## config.mk

```make
export PLATFORM = sky130hd
export DESIGN_NAME = z80fi_insn_capture_flat
export DESIGN_NICKNAME = d
export VERILOG_FILES = /design/src/rtl/z80fi_insn_capture_if.sv /design/src/rtl/z80fi_insn_capture.sv /design/src/flat_wrapper.sv
export SDC_FILE = /design/constraint.sdc
export NUM_CORES = 1
export LEC_CHECK = 0
export CAP_MARGIN = 20
export CORE_MARGIN = 4
export CORE_UTILIZATION = 45
export CTS_CLUSTER_DIAMETER = 60
export CTS_CLUSTER_SIZE = 25
export DETAILED_ROUTE_END_ITERATION = 16
export GPL_TIMING_DRIVEN = 0
export PLACE_DENSITY_LB_ADDON = 0.25
export RECOVER_POWER = 25
export REMOVE_ABC_BUFFERS = 1
export SYNTH_ARGS = -nofsm -noshare
export SYNTH_HDL_FRONTEND = slang
export SYNTH_SLANG_ARGS = --single-unit
```

## constraint.sdc

```tcl
create_clock -name clk -period 1.8 [get_ports clk]
set_clock_uncertainty 0.15 [all_clocks]
set_input_delay 0.27 -clock clk [delete_from_list [all_inputs] [get_ports clk]]
set_output_delay 0.27 -clock clk [all_outputs]
set_load 0.005 [all_outputs]
```

## src/rtl/z80fi_insn_capture_if.sv

```systemverilog
// z80fi_insn_capture_if
// Groups the core retirement hooks and the z80fi record bus that
// z80fi_insn_capture sits between.
//   core_*    : driven by the core (or a bench), observed by the capture block
//   z80fi_*   : record bus produced by the capture block
//   dbg_state : capture FSM state (0 = IDLE, 1 = COLLECT) for checkers
// Optional macro Z80FI_ORDER_EN adds the 64-bit z80fi_order retirement index.
// Handshake: there is no back-pressure. The core_* pulses are single-cycle
// and are sampled on every rising clk edge. z80fi_valid is a one-cycle strobe,
// and the record fields are meaningful while it is high.
interface z80fi_insn_capture_if;
  logic         core_insn_start;
  logic         core_byte_valid;
  logic [7:0]   core_byte;
  logic         core_insn_done;
  logic [127:0] core_regs;

  logic         z80fi_valid;
  logic [31:0]  z80fi_insn;
  logic [2:0]   z80fi_insn_len;
  logic [127:0] z80fi_regs_in;
  logic [127:0] z80fi_regs_out;
  logic         z80fi_error;
`ifdef Z80FI_ORDER_EN
  logic [63:0]  z80fi_order;
`endif
  logic         dbg_state;

  modport master (
    output core_insn_start, core_byte_valid, core_byte, core_insn_done, core_regs,
    input  z80fi_valid, z80fi_insn, z80fi_insn_len, z80fi_regs_in, z80fi_regs_out,
           z80fi_error,
`ifdef Z80FI_ORDER_EN
           z80fi_order,
`endif
           dbg_state
  );

  modport slave (
    input  core_insn_start, core_byte_valid, core_byte, core_insn_done, core_regs,
    output z80fi_valid, z80fi_insn, z80fi_insn_len, z80fi_regs_in, z80fi_regs_out,
           z80fi_error,
`ifdef Z80FI_ORDER_EN
           z80fi_order,
`endif
           dbg_state
  );
endinterface

```

## src/rtl/z80fi_insn_capture.sv

```systemverilog
// z80fi_insn_capture
// Builds one z80fi record per retired Z80 instruction. The block collects up
// to MAX_LEN opcode bytes and snapshots the register file at start (_in) and
// at retire (_out). The record is presented with a single-cycle z80fi_valid,
// one cycle after core_insn_done.
// Ports:
//   clk     : core clock
//   reset_n : asynchronous active-low reset
//   bus     : z80fi_insn_capture_if.slave (core hooks in, record out, dbg_state)
// Optional macro Z80FI_ORDER_EN adds the z80fi_order retirement index.
// Protocol errors set the sticky z80fi_error flag. They are: done while idle,
// start while collecting without done, a byte beyond MAX_LEN, and a retire
// with no bytes.
module z80fi_insn_capture #(
  parameter int MAX_LEN = 4
) (
  input  logic                  clk,
  input  logic                  reset_n,
  z80fi_insn_capture_if.slave   bus
);
  localparam logic [2:0] LP_MAX = 3'(MAX_LEN);

  typedef enum logic {ST_IDLE = 1'b0, ST_COLLECT = 1'b1} state_t;

  state_t         r_state;
  logic [2:0]     r_count;
  logic [31:0]    r_buf;
  logic [127:0]   r_snap_in;

  logic           r_valid;
  logic [31:0]    r_insn;
  logic [2:0]     r_len;
  logic [127:0]   r_regs_in;
  logic [127:0]   r_regs_out;
  logic           r_error;
`ifdef Z80FI_ORDER_EN
  logic [63:0]    r_order;
  logic [63:0]    r_order_next;
`endif

  logic           w_collect;
  logic           w_retire;
  logic           w_old_byte;
  logic           w_full;
  logic [31:0]    w_old_buf;
  logic [2:0]     w_old_cnt;
  logic [31:0]    w_new_buf;
  logic [2:0]     w_new_cnt;
  logic           w_err_set;

  assign w_collect  = (r_state == ST_COLLECT);
  assign w_retire   = w_collect & bus.core_insn_done;
  // A byte in a start cycle always belongs to the new instruction, even
  // when the old one retires in the same cycle.
  assign w_old_byte = w_collect & bus.core_byte_valid & ~bus.core_insn_start;
  assign w_full     = (r_count == LP_MAX);

  // Buffer and count of the instruction in flight, including this cycle's byte.
  always_comb begin
    w_old_buf = r_buf;
    w_old_cnt = r_count;
    if (w_old_byte && !w_full) begin
      for (int i = 0; i < MAX_LEN; i++) begin
        if (i == int'(r_count)) w_old_buf[i*8 +: 8] = bus.core_byte;
      end
      w_old_cnt = r_count + 3'd1;
    end
  end

  // A fresh instruction starts from an empty buffer; a start-cycle byte is byte0.
  assign w_new_buf = bus.core_byte_valid ? {24'h0, bus.core_byte} : 32'h0;
  assign w_new_cnt = {2'b00, bus.core_byte_valid};

  assign w_err_set = (w_old_byte & w_full)
                   | (~w_collect & bus.core_insn_done & ~bus.core_insn_start)
                   | (w_collect & bus.core_insn_start & ~bus.core_insn_done)
                   | (w_retire & (w_old_cnt == 3'd0));

  always_ff @(posedge clk or negedge reset_n) begin
    if (!reset_n) begin
      r_state      <= ST_IDLE;
      r_count      <= 3'd0;
      r_buf        <= 32'h0;
      r_snap_in    <= 128'h0;
      r_valid      <= 1'b0;
      r_insn       <= 32'h0;
      r_len        <= 3'd0;
      r_regs_in    <= 128'h0;
      r_regs_out   <= 128'h0;
      r_error      <= 1'b0;
`ifdef Z80FI_ORDER_EN
      r_order      <= 64'h0;
      r_order_next <= 64'h0;
`endif
    end else begin
      r_valid <= w_retire;
      if (w_retire) begin
        r_insn     <= w_old_buf;
        r_len      <= w_old_cnt;
        r_regs_in  <= r_snap_in;
        r_regs_out <= bus.core_regs;
`ifdef Z80FI_ORDER_EN
        r_order      <= r_order_next;
        r_order_next <= r_order_next + 64'd1;
`endif
      end

      if (w_err_set) r_error <= 1'b1;

      if (bus.core_insn_start) begin
        // Covers a new start from idle, a back-to-back start and an abort.
        // The in-snapshot shares the core_regs sample used for any out-snapshot.
        r_state   <= ST_COLLECT;
        r_snap_in <= bus.core_regs;
        r_buf     <= w_new_buf;
        r_count   <= w_new_cnt;
      end else if (w_retire) begin
        r_state <= ST_IDLE;
        r_buf   <= 32'h0;
        r_count <= 3'd0;
      end else if (w_collect) begin
        r_buf   <= w_old_buf;
        r_count <= w_old_cnt;
      end
    end
  end

  assign bus.z80fi_valid    = r_valid;
  assign bus.z80fi_insn     = r_insn;
  assign bus.z80fi_insn_len = r_len;
  assign bus.z80fi_regs_in  = r_regs_in;
  assign bus.z80fi_regs_out = r_regs_out;
  assign bus.z80fi_error    = r_error;
`ifdef Z80FI_ORDER_EN
  assign bus.z80fi_order    = r_order;
`endif
  assign bus.dbg_state      = r_state;
endmodule

```

## src/flat_wrapper.sv

```systemverilog
// flat-port wrapper written by rule: the top's interface ports become plain ports
module z80fi_insn_capture_flat 
#(
  parameter int MAX_LEN = 4
)
  (clk, reset_n, bus_core_insn_start, bus_core_byte_valid, bus_core_byte, bus_core_insn_done, bus_core_regs, bus_z80fi_valid, bus_z80fi_insn, bus_z80fi_insn_len, bus_z80fi_regs_in, bus_z80fi_regs_out, bus_z80fi_error, bus_dbg_state);
  z80fi_insn_capture_if bus_i ();
  input  logic clk;
  input  logic reset_n;
  input wire logic [$bits(bus_i.core_insn_start)-1:0] bus_core_insn_start;
  input wire logic [$bits(bus_i.core_byte_valid)-1:0] bus_core_byte_valid;
  input wire logic [$bits(bus_i.core_byte)-1:0] bus_core_byte;
  input wire logic [$bits(bus_i.core_insn_done)-1:0] bus_core_insn_done;
  input wire logic [$bits(bus_i.core_regs)-1:0] bus_core_regs;
  output wire logic [$bits(bus_i.z80fi_valid)-1:0] bus_z80fi_valid;
  output wire logic [$bits(bus_i.z80fi_insn)-1:0] bus_z80fi_insn;
  output wire logic [$bits(bus_i.z80fi_insn_len)-1:0] bus_z80fi_insn_len;
  output wire logic [$bits(bus_i.z80fi_regs_in)-1:0] bus_z80fi_regs_in;
  output wire logic [$bits(bus_i.z80fi_regs_out)-1:0] bus_z80fi_regs_out;
  output wire logic [$bits(bus_i.z80fi_error)-1:0] bus_z80fi_error;
  output wire logic [$bits(bus_i.dbg_state)-1:0] bus_dbg_state;
  assign bus_i.core_insn_start = bus_core_insn_start;
  assign bus_i.core_byte_valid = bus_core_byte_valid;
  assign bus_i.core_byte = bus_core_byte;
  assign bus_i.core_insn_done = bus_core_insn_done;
  assign bus_i.core_regs = bus_core_regs;
  assign bus_z80fi_valid = bus_i.z80fi_valid;
  assign bus_z80fi_insn = bus_i.z80fi_insn;
  assign bus_z80fi_insn_len = bus_i.z80fi_insn_len;
  assign bus_z80fi_regs_in = bus_i.z80fi_regs_in;
  assign bus_z80fi_regs_out = bus_i.z80fi_regs_out;
  assign bus_z80fi_error = bus_i.z80fi_error;
  assign bus_dbg_state = bus_i.dbg_state;
  z80fi_insn_capture #(.MAX_LEN(MAX_LEN)) u_core (.clk(clk), .reset_n(reset_n), .bus(bus_i));
endmodule
```

==> impl_metrics.ini <==
[timing]
drv_slew = 0
finalHoldViolations = 98
slew_headroom_pct = 47.3
timing.hold.ws_ns = -0.457
fin_crit_sh_pct = 97.7
tightest_slew_ns = 0.791
fmax_ghz = 0.569
setup_tns_ns = 0
rsz0062_at_grt = yes
setup_viol = 0
fin_crit_ns = 1.76

[power_and_ir_drop]
p_seq_share_pct = 50.3
powerDensity_nw_per_um2 = 1010
pwr-share-clk_pct = 32.4
p_int_w = 0.0173
swShare_pct = 28.3
irDropWorstVdd_uv = 782
p_switching_w = 0.00680
total_leakage_power_nw = 12.2
comb_power_share_pct = 17.3

[grt]
grt_max_degree = 122
gr-total-overflow = 0
grt_pass1_vias = 13177
grt_use_total_pct = 21.1
grt_pass1_wl_mm = 71.7
antenna_found_initial = 3

[drt]
routed_wl_mm = 47.8
ant_nets = 0
drtIter0Drc = 710
via_count = 13051
dr.pass1.iters = 5
vias_per_cell = 4.96
drc_errors = 0
wl_per_cell_microns = 18.2

[finish]
layout_commonest_cell = nand2_1
drive_gt1_share_pct = 13.2
most-common-layout-cells = nand2_1 (803), dfrtp_1 (453), dlygate4sd2_1 (294)
area_delta_synth_final_pct = 35.1
nets = 2234
final_util_pct = 61.4

[clock_tree]
root_buffer = clkbuf_16
clock_path_buffers = 3
clock_sinks = 457
cts_max_level = 1
clk_pin_slew_ns = 0.09
cts_buffers = 31
clkLatencyLatePin_ns = 0.59
cts_tree = yes

[die]
row_count = 72
io_pins = 435
initial_core_util_pct = 45.5
core-area_sq_um = 38600
chipHeight_microns = 206
die-area_sq_um = 42300
die_x_microns = 206

[yosys]
synth_area_leaders = dfrtp_1 (65%), nand2_1 (17%), mux2_2 (8.2%)
synth_area_sq_um = 17600
ys_types = 39
synthArstFlopShare_pct = 100
synthCells = 1653
synthFlopType = dfrtp_1
synth_area_leader_cell = dfrtp_1
synth_top_area_share_pct = 65.1
synth_edf_count = 0
yosysWarningCount = 0
yosysSeqAreaShare_pct = 65.1
ys_seq_elements = 457
syn_area_per_cell_sq_um = 10.6

[setup_path]
regToRegSetupSlack_ns = 0.04
critPathMaxFanout = 8
worst_setup_path_end_kind = flop
required_ns = 2.17
critPathKind = flop to flop
worst_setup_path_start_kind = flop
crit_arrival_ns = 2.13

[flow_run]
cap_violations = 0

[run_status]
outcome = complete, but fails checks
violations = negative hold slack

[place]
hpwl_mm = 30.3
port_buffers = 434
globalplace.congestion = 0.789

[min_path]
hp-class = input port to asynchronous set/reset pin
power groups by stage:
stage          clock (W)  combinational, W  sequential, W
2_1_floorplan          0           0.00148         0.0123
3_3_place_gp           0           0.00475         0.0123
3_5_place_dp           0           0.00462         0.0123
4_1_cts          0.00805           0.00414         0.0121
5_1_grt          0.00839           0.00460         0.0123
6_report         0.00781           0.00416         0.0121
registers in the layout, indices dropped and copies added (netlist names):
register / flops
u_core.bus.z80fi_error: 1
u_core.bus.dbg_state: 1
u_core.bus.z80fi_regs_out: 128
u_core.bus.z80fi_regs_in: 128
u_core.bus.z80fi_insn_len: 3
u_core.bus.z80fi_insn: 32
u_core.bus.z80fi_valid: 1
u_core.r_count: 3
u_core.r_snap_in: 128
u_core.r_buf: 32
critical path: stages, from the launching register on:
cell and delay [ns]:
dfrtp_4 0.54, buf_8 0.16, and4bb_4 0.24, and2_4 0.18
a21oi_4 0.23, a22o_1 0.18
Yosys cell counts, drive strengths merged, types with 2 or more instances:
cell type,number
clkbuf,29
and2,2
mux2,128
mux2i,18
nand2b,3
a22o,33
ha,5
inv,4
nor2,25
o21ai,21
dfrtp,457
o21a,4
nand2,808
a21oi,38
buf,63
through the flow:
| step | total power (W) | setup WS (ns) | area, sq um | cells |
|---|---|---|---|---|
| after global placement | 0.0171 | -19.78 | 22100 | 2513 |
| after CTS | 0.0243 | -0.184 | 23500 | 2616 |
| final | 0.0241 | 0.0417 | 23700 | 2633 |
| after floorplan | 0.0138 | -10.89 | 17100 | 1561 |
| after global routing | 0.0253 | -0.0141 | 23700 | 2632 |
| after detailed placement | 0.0170 | -1.50 | 22400 | 2522 |
final cells by class:
class                   instances  area, sq um
multi-input cells            1104         5800
inverters                       5         45.0
flip-flops and latches        457        11400
fillers                      3225        14900
clock inverters                25          339
repair inverters                1         11.3
repair buffers                488         4650
diodes                          3         7.51
clock buffers                  32          790
well taps                     518          648
path summary, 6_finish.rpt:
kind | start | end | cells after the start
max in group asynchronous | reset_n | u_core.r_snap_in[95] | 3
worst max-delay path | u_core.bus.dbg_state | u_core.r_buf[16] | 5
worst min-delay path | reset_n | u_core.bus.z80fi_regs_in[37] | 1
min in group clk | bus_core_regs[126] | u_core.bus.z80fi_regs_out[126] | 3
worst max register to register | u_core.bus.dbg_state | u_core.r_buf[16] | 5
worst min register to register | u_core.r_snap_in[95] | u_core.bus.z80fi_regs_in[95] | 2
cells by family (layout without fill, tap and decap cells):
group	count (synthesis)	count (layout)	share of synthesized area, %
and+or+nand+nor	844	849	18.6
DFF	457	457	65.1
muxes	146	146	9.23
AOI/OAI and AO/OA	103	103	4.09
buffers and inverters	97	551	2.60
adders and majority gates	5	5	0.356
xor gates and xnor gates	1	1	0.0499
other	0	3	0
metal layers:
metal	vias up	global-route usage (%)	share of wire, %
met4	0	6.29	2.8
met2	365	35.3	49
li1	6139	-	-
met3	79	6.62	7.9
met1	6468	26.4	40
met5	-	0	0
what timing repair did:
| item | CTS | global route |
|---|---|---|
| pin swaps | 9 | 9 |
| setup buffers | 35 | 5 |
| endpoints found under the hold margin | 98 | 98 |
| gates resized for setup | 320 | 12 |
| endpoints found under the setup margin | 621 | 245 |
| gates cloned | 2 | 9 |
(Power assumes the default switching activity.)
